### src/rtl/core_run_if.sv
// Run-control bundle between a run requester and core_run_ctrl.
// The requester drives start/mask and relays the cores' OPEND flags.
interface core_run_if #(
  parameter int NUM_CORES = 4,
  parameter int CNT_W     = 16
);
  logic                 start;
  logic [NUM_CORES-1:0] core_mask;
  logic [NUM_CORES-1:0] opend;
  logic [NUM_CORES-1:0] en;
  logic                 busy;
  logic                 done;
  logic                 timeout;
  logic [NUM_CORES-1:0] core_done;
  logic [CNT_W-1:0]     cycle_count;

  modport master (
    output start, core_mask, opend,
    input  en, busy, done, timeout, core_done, cycle_count
  );

  modport slave (
    input  start, core_mask, opend,
    output en, busy, done, timeout, core_done, cycle_count
  );
endinterface

### src/rtl/core_run_ctrl.sv
// Run controller for the multi-core processor: launches a masked set of cores,
// drops each core's clock enable at its OPEND, and reports completion/timeout.
module core_run_ctrl #(
  parameter int NUM_CORES      = 4,
  parameter int CNT_W          = 16,
  parameter int TIMEOUT_CYCLES = 0
) (
  input  logic       clk,
  input  logic       rst,
  core_run_if.slave  bus
);

  typedef enum logic [1:0] {IDLE, LAUNCH, RUN, FINISH} state_t;

  localparam logic [CNT_W-1:0] WD_LAST = CNT_W'(TIMEOUT_CYCLES - 1);

  state_t               state;
  logic [NUM_CORES-1:0] mask_q;
  logic [NUM_CORES-1:0] en_q;
  logic [NUM_CORES-1:0] core_done_q;
  logic [CNT_W-1:0]     cycle_q;
  logic                 busy_q;
  logic                 done_q;
  logic                 timeout_q;

  logic [NUM_CORES-1:0] hit;
  logic [NUM_CORES-1:0] done_next;
  logic                 all_done;
  logic                 wd_fire;
  logic [CNT_W-1:0]     cycle_inc;

  // NOTE: every signal gets a value on every path through always_comb, so no latch is inferred.
  always_comb begin
    hit       = en_q & bus.opend;   // only enabled cores can finish
    done_next = core_done_q | hit;
    all_done  = (done_next == mask_q);
    wd_fire   = (TIMEOUT_CYCLES != 0) && (cycle_q == WD_LAST);
    cycle_inc = (&cycle_q) ? cycle_q : cycle_q + 1'b1;
  end

  // NOTE: state is updated with non-blocking assignments so every register samples pre-edge values.
  always_ff @(posedge clk) begin
    if (rst) begin
      state       <= IDLE;
      mask_q      <= '0;
      en_q        <= '0;
      core_done_q <= '0;
      cycle_q     <= '0;
      busy_q      <= 1'b0;
      done_q      <= 1'b0;
      timeout_q   <= 1'b0;
    end else begin
      done_q <= 1'b0;
      case (state)
        IDLE: begin
          if (bus.start && (|bus.core_mask)) begin
            mask_q      <= bus.core_mask;
            core_done_q <= '0;
            cycle_q     <= '0;
            timeout_q   <= 1'b0;
            busy_q      <= 1'b1;
            state       <= LAUNCH;
          end
        end
        LAUNCH: begin
          en_q  <= mask_q;
          state <= RUN;
        end
        RUN: begin
          cycle_q     <= cycle_inc;
          core_done_q <= done_next;
          // Completion is checked first so a last finish on the watchdog edge is not a timeout.
          if (all_done) begin
            en_q   <= '0;
            busy_q <= 1'b0;
            done_q <= 1'b1;
            state  <= FINISH;
          end else if (wd_fire) begin
            en_q      <= '0;
            timeout_q <= 1'b1;
            busy_q    <= 1'b0;
            done_q    <= 1'b1;
            state     <= FINISH;
          end else begin
            en_q <= en_q & ~hit;
          end
        end
        FINISH: state <= IDLE;
        default: state <= IDLE;
      endcase
    end
  end

  assign bus.en          = en_q;
  assign bus.busy        = busy_q;
  assign bus.done        = done_q;
  assign bus.timeout     = timeout_q;
  assign bus.core_done   = core_done_q;
  assign bus.cycle_count = cycle_q;

endmodule

### src/flat_wrapper.sv
// flat-port wrapper written by rule: the top's interface ports become plain ports
module core_run_ctrl_flat 
#(
  parameter int NUM_CORES      = 4,
  parameter int CNT_W          = 16,
  parameter int TIMEOUT_CYCLES = 0
)
  (clk, rst, bus_start, bus_core_mask, bus_opend, bus_en, bus_busy, bus_done, bus_timeout, bus_core_done, bus_cycle_count);
  core_run_if #(.NUM_CORES(NUM_CORES), .CNT_W(CNT_W)) bus_i ();
  input  logic clk;
  input  logic rst;
  input wire logic [$bits(bus_i.start)-1:0] bus_start;
  input wire logic [$bits(bus_i.core_mask)-1:0] bus_core_mask;
  input wire logic [$bits(bus_i.opend)-1:0] bus_opend;
  output wire logic [$bits(bus_i.en)-1:0] bus_en;
  output wire logic [$bits(bus_i.busy)-1:0] bus_busy;
  output wire logic [$bits(bus_i.done)-1:0] bus_done;
  output wire logic [$bits(bus_i.timeout)-1:0] bus_timeout;
  output wire logic [$bits(bus_i.core_done)-1:0] bus_core_done;
  output wire logic [$bits(bus_i.cycle_count)-1:0] bus_cycle_count;
  assign bus_i.start = bus_start;
  assign bus_i.core_mask = bus_core_mask;
  assign bus_i.opend = bus_opend;
  assign bus_en = bus_i.en;
  assign bus_busy = bus_i.busy;
  assign bus_done = bus_i.done;
  assign bus_timeout = bus_i.timeout;
  assign bus_core_done = bus_i.core_done;
  assign bus_cycle_count = bus_i.cycle_count;
  core_run_ctrl #(.NUM_CORES(NUM_CORES), .CNT_W(CNT_W), .TIMEOUT_CYCLES(TIMEOUT_CYCLES)) u_core (.clk(clk), .rst(rst), .bus(bus_i));
endmodule
### config.mk
export PLATFORM = sky130hd
export DESIGN_NAME = core_run_ctrl_flat
export DESIGN_NICKNAME = d
export VERILOG_FILES = /design/src/rtl/core_run_if.sv /design/src/rtl/core_run_ctrl.sv /design/src/flat_wrapper.sv
export SDC_FILE = /design/constraint.sdc
export NUM_CORES = 1
export LEC_CHECK = 0
export ABC_CLOCK_PERIOD_IN_PS = 2100
export CAP_MARGIN = 20
export CELL_PAD_IN_SITES_DETAIL_PLACEMENT = 0
export CELL_PAD_IN_SITES_GLOBAL_PLACEMENT = 1
export CORE_MARGIN = 3
export CORE_UTILIZATION = 40
export CTS_BUF_LIST = sky130_fd_sc_hd__clkbuf_8
export DETAILED_ROUTE_END_ITERATION = 7
export PLACE_DENSITY = 0.9
export SLEW_MARGIN = 20
export SYNTH_ARGS = -nofsm -noshare
export SYNTH_HDL_FRONTEND = slang
export SYNTH_SLANG_ARGS = --single-unit
### constraint.sdc
create_clock -name clk -period 2.1 [get_ports clk]
set_input_delay 0.42 -clock clk [delete_from_list [all_inputs] [get_ports clk]]
set_output_delay 0.42 -clock clk [all_outputs]
set_load 0.01 [all_outputs]
==> results by stage, run 1 <==
Status:
- The flow ran to the end, and the final reports show no timing, DRC or antenna violations.

Finish:
- The area growth from synthesis to layout is 34.0%.
- The net count reported at finish is 269.
- The repair_antennas step left the layout with diodes totalling 0.
- The count of cells in the finished layout, fillers not included, comes to 307.
- After routing the design area is 2480 sq um.
- The layout cell share with drive strength beyond 1 is 16.9%.
- The post-layout utilization of the core is 56.1%.

Yosys:
- The number of standard cells after synthesis is 200.
- The count of flip-flops with a built-in enable after synthesis is 0.
- The unique cell type count in the Yosys netlist is 48.
- The synthesized net count is 215.
- The most used flip-flop cell after synthesis is sky130_fd_sc_hd__dfxtp_1.
- The share of flip-flops with an asynchronous set or reset after synthesis is 0%.
- The Yosys step of the flow raised 0 warnings.
- The register area share after synthesis is 34.6%.
- The synthesized area per cell is 9.25 sq um.
- Counting flops and latches in the post-synthesis netlist gives 32.
- Summing every instance area after synthesis gives 1850 sq um.

Detailed routing:
- After detailed routing, the number of remaining DRC violations is 0.
- The total number of vias is 1712.
- The amount of wire on met3 after detailed routing is 174 um.
- The routed length on met1 is 2260 um.
- The pre-antenna-repair detailed-routing pass consisted of 4 iterations.
- The number of vias per cell is 5.58.
- After detailed routing, the average wire length per cell comes to 14.4 um.
- The detailed router used layers up to and including met4.
- The wire length after detailed routing is 4420 um.
- The met2 routed wirelength is 1920 um.
- The first routing iteration left 87 violations.
- The number of nets with antenna violations after detailed routing is 0.

Floorplanning:
- Measured along the y axis, the die boundary spans 74.0 um.
- The core region is 4410 sq um.
- The top-level port count is 38.
- The row count is 24.
- For this configuration, the core starts out at a cell density of 41.9%.
- The die covers 5480 sq um.
- The width of the chip is 74.0 um.

Setup path:
- The category of the worst setup path launch point is a register.
- The worst setup path is captured at a register.
- The data arrival time of the critical path is 2.17 ns.
- The largest driver fanout on the critical path is 8.
- STA puts the critical path data required time at 2.33 ns.
- The critical-path cell with the highest stage delay is sky130_fd_sc_hd__a2111oi_1.
- The family with the most delay on the worst path is simple AND/OR/NAND/NOR gates.
- The worst path buffer plus inverter count is 0.
- Traced cell by cell, the critical path runs through ha_1 -> and3_1 -> and2_1 -> a2111oi_1 -> mux2i_1.
- The start-to-end type of the worst setup path is reg2reg.
- The peak per-stage delay on the critical path is 0.53 ns.

Power and ir drop:
- The worst voltage drop across the vdd grid is 0.524 mV.
- The cell area power density is 878 nW/um^2.
- The leakage power of the design is 0.869 nW.
- The completed layout was analyzed and its total power is 2.18 mW.

Global route:
- The first global-routing pass estimated 7560 um of wire.
- The global route total overflow is 0.
- Global routing consumed, over all layers together, 17.8% of the routing resources.
- Entering global routing, the biggest net connects 16 pins.
- The number of antenna violations at the first check in global routing came to 0.
- The via count of the first global-routing pass is 1590.

Clock network:
- The clock edge transition at the registers on the reported setup and hold paths is 0.07 ns.
- In this run, post-CTS hold repair placed 0 buffers.
- In this run the number of H-tree levels came out at 2.
- The root cell of the clock tree is sky130_fd_sc_hd__clkbuf_8.
- Once the clock tree was built, the resizer swapped 0 gates to a different size.
- The number of clock buffers inserted by TritonCTS is 5.
- The clock tree from TritonCTS is built.
- For the worst-skew pair, the clock arrives at the later sink with an insertion delay of 0.29 ns.
- Post-CTS timing repair inserted 0 buffers for setup.
- The CTS sink count is 32.
- The maximum buffer depth of the clock tree is 2.

Timing:
- On the final layout, the worst clock skew is 0.00984 ns.
- The number of pins exceeding their max-slew limit in the final report is 0.
- The top achievable clock speed is 0.517 GHz.
- In this run the tightest slew margin relative to its limit is 66.8%.
- Setup violations remaining at the end of the flow were counted as 0.
- At the pin with the least slew margin, the transition time is 0.497 ns.
- The final worst-path cycle share is 92.2%.
- Setup slack on the critical path of the routed design comes to 0.165 ns.
- The final total negative setup slack is 0 ns.
- The final number of hold-violating endpoints is 0.
- Setup repair after global routing left no endpoint under its margin.
- The time the worst path needs with I/O delays and setup is 1.94 ns.
- The hold slack is 0.477 ns.

Worst hold path:
- The worst hold-check path type is reg2reg.

Placement:
- The congestion estimate from routability-driven global placement came to 0.795.
- The placed instances occupy a cell area of 2370 sq um.
- Buffers placed on the I/O ports in this run total 36.
- At the placement stage, the worst setup path has a slack of -0.106 ns.
- The cell total after placement is 299.
- Detailed placement finished with a half-perimeter wire length of 3260 um.

Run:
- Max-cap violations in this run came to 0.
kinds of logic after synthesis:
family,Yosys count,share of synthesized area [%]
compound gates,46,22.5
xor+xnor,4,1.89
fa+ha+maj,4,2.71
buf+inv,21,6.49
flops,32,34.6
mux,15,8.86
other cells,1,0.203
simple gates,77,22.7
metal layers:
metal | GRT usage [%] | vias to the layer above
li1 | - | 861
met1 | 26.3 | 811
met2 | 24.8 | 35
met3 | 4.19 | 5
met4 | 6.64 | 0
met5 | 0 | -
cells in the final DEF, fill, tap and decap left out, drive strengths merged, types with 5 or more instances in the layout:
master | netlist | routed
a21oi | 13 | 13
and4 | 5 | 5
buf | 8 | 22
clkbuf | 3 | 5
clkdlybuf4s50 | 0 | 36
dfxtp | 32 | 32
inv | 10 | 11
mux2i | 14 | 14
nand2 | 24 | 24
nand2b | 8 | 8
nand3 | 8 | 8
nor2 | 8 | 8
o31ai | 6 | 6
tightest hold or removal path, stage by stage, from the launching register on:
cell and delay [ns]:
sky130_fd_sc_hd__dfxtp_1 0.31, sky130_fd_sc_hd__inv_1 0.05, sky130_fd_sc_hd__a221oi_1 0.06
final cells by class:
cell class	count	area, sq um
Fill cell	404	1940
Multi-Input combinational cell	147	1090
Sequential cell	32	641
Timing Repair Buffer	58	538
Clock buffer	5	68.8
Tap cell	52	65.1
Clock inverter	3	38.8
Inverter	10	37.5
synth_stat cells (all sizes together) (2+ instances only):
cell type	n	area share [%]
nor4	4	1.4
dfxtp	32	35
nand2	24	4.9
nand2b	8	2.7
nor3	2	0.54
a21oi	13	4.1
and2	4	1.4
o41ai	3	1.8
a22oi	4	1.6
o31ai	6	2.4
or4	3	1.4
ha	4	2.7
a311oi	2	1.6
clkbuf	3	0.68
nor2	8	1.6
and3	4	1.4
a2111oi	4	2.7
buf	8	3.8
a32o	2	1.1
xnor2	4	1.9
nand4	4	1.4
mux2i	14	8.3
a32oi	4	1.9
nand3	8	2.2
inv	10	2.0
or2b	2	0.81
and4	5	2.6
state kept, by name, indices dropped and copies added (netlist names):
name / count
u_core.bus.busy: 1
u_core.bus.cycle_count: 16
u_core.mask_q: 4
u_core.bus.done: 1
u_core.bus.en: 4
u_core.bus.core_done: 4
u_core.state: 2
worst paths after layout:
path	startpoint	to	slack, ns	cells after the start
hold / removal	u_core.bus.busy$_SDFFE_PP0P_	u_core.bus.busy$_SDFFE_PP0P_	0.48	2
setup reg to reg	u_core.bus.cycle_count[0]$_SDFFE_PP0P_	u_core.bus.cycle_count[13]$_SDFFE_PP0P_	0.16	5
hold reg to reg	u_core.bus.busy$_SDFFE_PP0P_	u_core.bus.busy$_SDFFE_PP0P_	0.48	2
setup / recovery	u_core.bus.cycle_count[0]$_SDFFE_PP0P_	u_core.bus.cycle_count[13]$_SDFFE_PP0P_	0.16	5
where the power goes:
| group | internal, mW | total, mW | switching (mW) |
|---|---|---|---|
| registers | 0.665 | 0.708 | 0.0429 |
| clock network | 0.347 | 0.586 | 0.239 |
| logic | 0.418 | 0.882 | 0.464 |
| total | 1.43 | 2.18 | 0.746 |
No activity file was read; power rests on OpenSTA's default activity.
==> inputs of run 2 (changes only) <==
--- a/config.mk
+++ b/config.mk
@@ -7,3 +7,2 @@
 export LEC_CHECK = 0
-export ABC_CLOCK_PERIOD_IN_PS = 2100
 export CAP_MARGIN = 20
@@ -12,6 +11,6 @@
 export CORE_MARGIN = 3
-export CORE_UTILIZATION = 40
+export CORE_UTILIZATION = 43
 export CTS_BUF_LIST = sky130_fd_sc_hd__clkbuf_8
 export DETAILED_ROUTE_END_ITERATION = 7
-export PLACE_DENSITY = 0.9
+export PLACE_DENSITY = 0.95
 export SLEW_MARGIN = 20
==> constraint.sdc (replaced) <==
create_clock -name clk -period 2.3 [get_ports clk]
set_input_delay 0.23 -clock clk [delete_from_list [all_inputs] [get_ports clk]]
set_output_delay 0.23 -clock clk [all_outputs]
set_load 0.01 [all_outputs]
==> results by stage, run 2 (synthesis gave the netlist of run 1 again) <==
Floorplanning:
- The top-level port count is 38.
- The row count is 23.
- The width of the chip is 71.6 um.
- The initial cell density of the core is 45.3%.
- From bottom edge to top edge, the die measures 71.6 um.
- The full die area is 5120 sq um.
- After floorplanning, the core was sized to cover 4090 sq um.

Detailed routing:
- The wire length after detailed routing is 4170 um.
- The first detailed-routing pass ran for 4 iterations.
- Dividing the detail-routed wire length by the instance count gives 14.5 um.
- The total number of vias is 1612.
- The iteration-0 DRC count of the detailed router is 91.
- Using the TritonRoute via totals, the vias-per-cell ratio works out to 5.62.
- For this run, design rule violations remaining after detail routing come to 0.
- The number of nets with antenna violations after detailed routing is 0.

Timing:
- Clock skew on the completed layout was measured at 0.00247 ns.
- In this run the tightest slew margin relative to its limit is 66.1%.
- The slew at the pin closest to its max-slew limit is 0.498 ns.
- The final total negative setup slack is 0 ns.
- The worst path uses 86.3% of the clock period.
- Counting I/O delays and the setup requirement, the final critical path takes 1.99 ns.
- Setup repair after global routing left no endpoint under its margin.
- Timing would allow up to 0.504 GHz.
- The final number of hold-violating endpoints is 0.
- The number of pins exceeding their max-slew limit in the final report is 0.
- The number of setup violations in the final report is 0.

Setup path:
- The setup check on the worst reg-to-reg path leaves a slack of 0.31 ns.
- The largest driver fanout on the critical path is 8.
- The category of the worst setup path launch point is a register.
- The endpoint of the most critical register-to-register path is u_core.bus.cycle_count[13]$_SDFFE_PP0P_.
- The largest individual stage delay along the critical path comes from the cell sky130_fd_sc_hd__a2111oi_1.
- At the worst endpoint, the required time is 2.51 ns.
- In this design, the stage delay of the slowest critical-path cell is 0.54 ns.
- At the worst endpoint, the arrival time is 2.20 ns.
- The start-to-end type of the worst setup path is reg2reg.
- Measured in cells, the most critical reg-to-reg path has a length of 5.
- In this run the critical register-to-register path is launched from u_core.bus.cycle_count[0]$_SDFFE_PP0P_.
- STA classifies the critical path endpoint as a register.
- The signal on the critical path passes through ha_1 -> and3_1 -> and2_1 -> a2111oi_1 -> mux2i_1.

Placement:
- Routability-driven placement finished with a final weighted congestion of 0.830.
- Counting tap cells, the placed design contains a total of 280 instances.
- The detailed-placement wirelength estimate is 3050 um.
- The total of buffers placed on input and output ports is 36.

Finish:
- The library cell used most frequently in the layout, excluding fill and tap cells, is sky130_fd_sc_hd__clkdlybuf4s50_1.
- The layout cell share with drive strength beyond 1 is 11.0%.
- The number of standard cells in the final layout excluding fillers is 287.
- The final antenna diode count is 0.
- The area growth from synthesis to layout is 25.6%.
- The final layout contains 252 nets.
- Leaving out fill and tap cells, the most frequent cells in the layout are sky130_fd_sc_hd__clkdlybuf4s50_1 (36), sky130_fd_sc_hd__dfxtp_1 (32), sky130_fd_sc_hd__nand2_1 (24).
- The number of flip-flops under the largest register name is 16.

Worst hold path:
- The worst hold-check path type is reg2reg.
- The startpoint identified for the worst hold timing path is u_core.bus.busy$_SDFFE_PP0P_.
- The hold path depth is 2.
- The endpoint of the worst hold-timing path is u_core.bus.busy$_SDFFE_PP0P_.

Power and ir drop:
- Across the VDD grid, the largest voltage drop is 0.387 mV.
- The leakage power of the design is 0.772 nW.
- The cell area power density is 781 nW/um^2.

Global route:
- In the global route stage, overall resource usage came out at 17.2%.
- The global-route wire length before repair is 7070 um.
- The via count of the first global-routing pass is 1432.
- Entering global routing, the biggest net connects 16 pins.
- The number of antenna violations at the first check in global routing is 0.
- The total overflow left after global routing is 0.

Clock network:
- The CTS sink count is 32.
- CTS built an H-tree with a depth of 2.
- In this run, post-CTS hold repair placed 0 buffers.
- The maximum buffer depth of the clock tree is 2.
- The root cell of the clock tree is sky130_fd_sc_hd__clkbuf_8.
- The later pin in the worst-skew pair is clocked with a latency of 0.28 ns.
- After clock tree synthesis, the clock-pin slew on the worst setup and hold paths is 0.07 ns.
- The number of clock buffers inserted by TritonCTS is 5.
- After clock tree synthesis, the setup repair step added 0 buffers.
- The clock tree from TritonCTS is built.
- The post-cts resize count is 0.

Run:
- Max-cap violations in this run came to 0.

Status:
- The flow ran to the end, and the final reports show no timing, DRC or antenna violations.
==> run 2: where the power goes <==
part	switching (mW)	internal [mW]
Combinational	0.401	0.296
Sequential	0.0391	0.607
Clock	0.205	0.266
Total	0.645	1.17
==> run 2: stage by stage <==
stage	hold WS [ns]	utilization, %	area [sq um]	total power, mW	setup slack, ns
final	0.477	56.9	2320	1.81	0.315
after global routing	0.509	56.9	2320	1.91	0.0901
after CTS	0.482	56.9	2320	1.82	0.306
after detailed placement	0.473	54.5	2230	1.34	0.124
after global placement	0.466	54.5	2230	1.34	0.202
after floorplan	0.333	-	1850	1.19	0.539
==> run 2: cell type report <==
type / count / area (sq um)
clock buffers: 7 / 96.3
fillers: 385 / 1760
inverters: 10 / 37.5
multi-input cells: 147 / 1090
flip-flops and latches: 32 / 641
well taps: 50 / 62.6
repair buffers: 41 / 398
==> run 2: how the worst max path moves through the flow <==
stage                                                start  cells after the start                                       to  slack [ns]
CTS                           u_core.state[0]$_SDFFE_PP0P_                      6   u_core.bus.cycle_count[2]$_SDFFE_PP0P_        0.31
finish              u_core.bus.cycle_count[0]$_SDFFE_PP0P_                      5  u_core.bus.cycle_count[13]$_SDFFE_PP0P_        0.31
global route                  u_core.state[0]$_SDFFE_PP0P_                      6   u_core.bus.cycle_count[2]$_SDFFE_PP0P_        0.09
detailed placement                        bus_core_mask[3]                      6  u_core.bus.cycle_count[13]$_SDFFE_PP0P_        0.12
floorplan           u_core.bus.cycle_count[0]$_SDFFE_PP0P_                      6  u_core.bus.cycle_count[13]$_SDFFE_PP0P_        0.54
global placement                          bus_core_mask[3]                      5   u_core.bus.cycle_count[4]$_SDFFE_PP0P_        0.20
==> run 2: metal layers <==
layer  up-vias  GRT usage (%)  share of wire (%)
met4         0           5.64                1.3
met3         5           4.77                4.8
met5         -              0                  0
li1        824              -                  -
met1       740           25.8                 51
met2        43           23.6                 43
==> run 2: worst max-delay path, delay by kind of cell (launching register included) <==
kind	cells	cell delay (ns)
compound gates	1	0.54
fa+ha+maj	1	0.24
flops	1	0.34
mux	1	0.26
simple gates	2	0.54
==> edit 1, RTL diff (settings of run 1) <==
Reset style: asynchronous (`rst`), changed in one clocked block.
--- a/src/rtl/core_run_ctrl.sv
+++ b/src/rtl/core_run_ctrl.sv
@@ -41,3 +41,3 @@
   // NOTE: state is updated with non-blocking assignments so every register samples pre-edge values.
-  always_ff @(posedge clk) begin
+  always_ff @(posedge clk or posedge rst) begin
     if (rst) begin
Check against the original RTL: differs if rst is asserted again (counterexample within 4 cycles, from zero or initial values and one cycle with rst high); with rst held inactive, the same outputs for 10 cycles.
==> edit 1 against run 1 <==
- die area down 9.0%
- clock skew down 3.0 ps
- sequential cell count unchanged
- routed wire length down 10%
- largest power group unchanged
- final area down 7.6%
- count of clock-buffer cells in the layout up 1
- highest routed layer unchanged
- clock power down 18%
- total power up 40%
- synthesized cell count down 19%
- worst setup slack worse by 79 ps
- non-clock buffer count down 7
- synthesized area down 9.8%
- critical endpoint is now u_core.bus.cycle_count[9]
==> edit 1: results (changes against run 1) <==
cell type group with the largest total delay on the critical path=simple AND/OR/NAND/NOR gates; count of routing violations after the opening detailed-route iteration=65 (-25%); detailed placement HPWL=3030 um (-7.0%); placed cell count=255 (-15%); pin count of the biggest net entering global routing=33 (+17); Largest register FFs=16 (unchanged); CP peak stage delay=480 ps (-50 ps); complex-gate fraction of the synthesized area=0.194 (-0.0310); Netlist cell types=38 (-21%); Critical Path Start=u_core.bus.cycle_count[0]; Num CTS Buffers=5 (unchanged); Placer Congestion=0.834 (+4.9%); CTS root buf=clkbuf_8; Peak VDD IR=728 uV (+39%); clock-pin slew on the worst setup and hold paths=70 ps (about the same); drt wl/cell=15.1 um (+4.9%); multiplexer share of the synthesized area=0.0398 (-0.0489); setup fix buffers added after clock tree synthesis=0 (unchanged); antenna diode count=0 (unchanged); largest cells by area after synthesis=dfrtp_1 (48%), a21oi_1 (4.8%), mux2_2 (3.4%), nand2_1 (3.2%), xnor2_1 (3.2%); met2 wire len=1930 um (+0.36%); sequential-to-total area share from yosys stat=0.480 (+0.134); GRT met3 Usage=0.0313 (-0.0106); vias in the first global route=1,445 (-9.1%); xor and xnor fraction of the mapped netlist area=0.0315 (+0.0126); clock insertion delay at the later pin of the skew report=280 ps; top cells by instance count after synthesis=dfrtp_1 (32), a21oi_1 (16), nand2_1 (14), o21ai_0 (10), nand3_1 (8); global-route wire length before repair=6750 um (-11%); global routing met1 resource utilization=0.223 (-0.0401); maximum clock path buffer count=2 (unchanged); number of instances in the synthesized netlist=162 (-19%); CTS H-tree depth=2 (unchanged); layout cells sized above 1=0.195 (+0.0267); Mapped Nets=176 (-18%); Port-buffer cells=36 (unchanged); count of yosys warnings during synthesis=0 (unchanged); drt pass-1 iters=4 (unchanged); Detail Route met3 WL=215 um (+24%); endpoint arrival time on the critical path=2230 ps (+60 ps); vias after detailed routing=1,453 (-15%); area share of fa/ha/maj cells after synthesis=0.0225 (-0.00456); placed cell areas=0.00217 mm^2 (-8.2%); class of the worst hold path=primary input to async pin; worst clock skew on the final layout=6.88 ps (-2.95 ps); number of antenna violations at the first check in global routing=0 (unchanged); routed metal-1 wirelength=1770 um (-21%); total track usage=0.168 (-0.00963); static leakage=0.968 nW (+11%); Nets=228 (-15%); Global Route met2 Usage=0.269 (+0.0212); uppermost metal layer occupied by signal nets=met4; # resized after CTS=0 (unchanged); crit path max fanout=9 (+1); run status=complete, no violations; Max stage delay cell, worst path=or4_4; ratio of routed vias to standard cells=5.52 (-0.93%); Async S/R FF share, synth=1.00 (+1.00)
-- edit 1: changes by cell type in the layout (fill, tap and decap cells not counted), moves of 5 or more --
| cell | before | now |
|---|---|---|
| nand2b_1 | 8 | 1 |
| o21ai_0 | 0 | 10 |
| inv_1 | 10 | 5 |
| buf_4 | 21 | 14 |
| dfrtp_1 | 0 | 32 |
| mux2i_1 | 13 | 1 |
| dfxtp_1 | 32 | 0 |
| or3_1 | 0 | 6 |
| nand2_1 | 24 | 14 |
-- edit 1: power by group --
part | internal (mW) | leakage [nW] | switching (mW)
clock | 0.261 | 0.0510 | 0.218
combinational | 0.810 | 0.499 | 0.755
sequential | 0.814 | 0.418 | 0.183
-- edit 1: cells by family after synthesis --
logic type,Yosys count
xor gates and xnor gates,6
buffers and inverters,12
DFF,32
AOI/OAI and AO/OA,47
muxes,6
adders and majority gates,3
and+or+nand+nor,55
other,1
-- edit 1: final timing paths --
kind / cells after the start / end / slack [ps]
worst max-delay path: 7 / u_core.bus.cycle_count[9] / 90
worst min register to register: 1 / u_core.bus.busy / 520
min in group clk: 1 / u_core.bus.busy / 520
worst max register to register: 7 / u_core.bus.cycle_count[9] / 90
worst min-delay path: 3 / u_core.bus.done / 520
max in group asynchronous: 3 / u_core.bus.cycle_count[4] / 1270
-- edit 1: final cells by class --
cell class                 count  area (um^2)
fill                         323         1540
tap                           48         60.1
clock buffer                   6         82.6
timing repair buffer          51          485
sequential                    32          801
inverter                       6         22.5
multi-input combinational    118          828
clock inverter                 2         10.0
-- edit 1: metrics by stage --
stage,setup slack (ps),power [mW],hold WS [ps]
final,85.8,3.04,516
after global routing,-14.9,3.25,547
after CTS,67.8,3.02,519
after detailed placement,-196,2.52,500
after global placement,-152,2.46,497
after floorplan,63.5,1.85,499
==> edit 2, RTL diff (config.mk and constraints of run 1) <==
Made on the original files. `NUM_CORES` is set to 4 in 3 places; all go to 5.
--- a/src/rtl/core_run_if.sv
+++ b/src/rtl/core_run_if.sv
@@ -3,3 +3,3 @@
 interface core_run_if #(
-  parameter int NUM_CORES = 4,
+  parameter int NUM_CORES = 5,
   parameter int CNT_W     = 16
--- a/src/rtl/core_run_ctrl.sv
+++ b/src/rtl/core_run_ctrl.sv
@@ -3,3 +3,3 @@
 module core_run_ctrl #(
-  parameter int NUM_CORES      = 4,
+  parameter int NUM_CORES      = 5,
   parameter int CNT_W          = 16,
--- a/src/flat_wrapper.sv
+++ b/src/flat_wrapper.sv
@@ -3,3 +3,3 @@
 #(
-  parameter int NUM_CORES      = 4,
+  parameter int NUM_CORES      = 5,
   parameter int CNT_W          = 16,
Interface: changed (resized bus_core_done, bus_core_mask, bus_en and bus_opend); port bits go from 38 to 42. No check against the original RTL was run, so the function may have changed too.
==> edit 2 against run 1 <==
- synthesized area is 2.7% lower
- largest power group unchanged
- non-clock buffer count rose by 17
- global-route usage is 0.96 points higher
- worst setup slack worse by 73 ps
- final area is 3.7% higher
- maximum frequency shrank 3.6%
- sequential power increased by 8.3%
- routed wire length up 4.0%
- sequential cell count is 3 higher
- total power fell by 6.5%
- critical path type is now primary input to flip-flop
==> edit 2: results (changes against run 1) <==
count of routing violations after the opening detailed-route iteration=52 (-40%); Max stage delay cell, worst path=or4_1; sequential-to-total area share from yosys stat=0.389 (+0.0430); crit path max fanout=4 (-4); met2 wire len=2090 um (+8.7%); max frequency=0.498 GHz (-3.6%); run status=complete, no violations; Nets=294 (+9.3%); global-route wire length before repair=7760 um (+2.6%); R2R Path Start=u_core.bus.cycle_count[1]; Peak VDD IR=390 uV (-26%); count of cells along the worst register-to-register path=7 (+2); endpoint arrival time on the critical path=2250 ps (+80 ps); CP peak stage delay=500 ps (-30 ps); vias in the first global route=1,677 (+5.5%); Global Route met2 Usage=0.275 (+0.0270); detailed placement HPWL=3390 um (+3.9%); final WL=4600 um (+4.0%); placed cell areas=0.00246 mm^2 (+3.7%); top cells by instance count after synthesis=dfxtp_1 (35), a21oi_1 (16), nand2_1 (15); static leakage=0.915 nW (+5.3%); ratio of routed vias to standard cells=5.41 (-3.1%); global routing met1 resource utilization=0.259 (-0.00420); Critical Path Sink=u_core.bus.cycle_count[11]; total track usage=0.187 (+0.00959); Net Sw Power=0.720 mW (-3.4%); Netlist cell types=54 (+13%); layout cells sized above 1=0.230 (+0.0616)
edit 2: cell types whose count changed in the layout (fill, tap and decap cells not counted), sizes merged, moves of 5 or more:
| cell | delta |
|---|---|
| buf | +13 |
| nand2 | -9 |
| a21oi | +8 |
| xor2 | +6 |
| o21ai | +7 |
| and4 | -5 |
| nand2b | -6 |
| o31ai | +6 |
| mux2i | -12 |
edit 2: logic make-up after synthesis:
group / share of synthesized area
fa+ha+maj: 0.0278
simple gates: 0.207
other cells: 0.00208
buf+inv: 0.0626
flops: 0.389
xor+xnor: 0.0341
mux: 0.0111
compound gates: 0.266
edit 2: layout make-up:
type	instances	area share
well taps	50	0.0243
flip-flops and latches	35	0.273
clock buffers	5	0.0268
repair buffers	75	0.258
clock inverters	3	0.00779
inverters	12	0.0175
multi-input cells	148	0.393
edit 2: what timing repair did:
action                                  CTS  global route
endpoints found under the setup margin    0             7
hold buffers                              0             0
resized for setup                         0             5
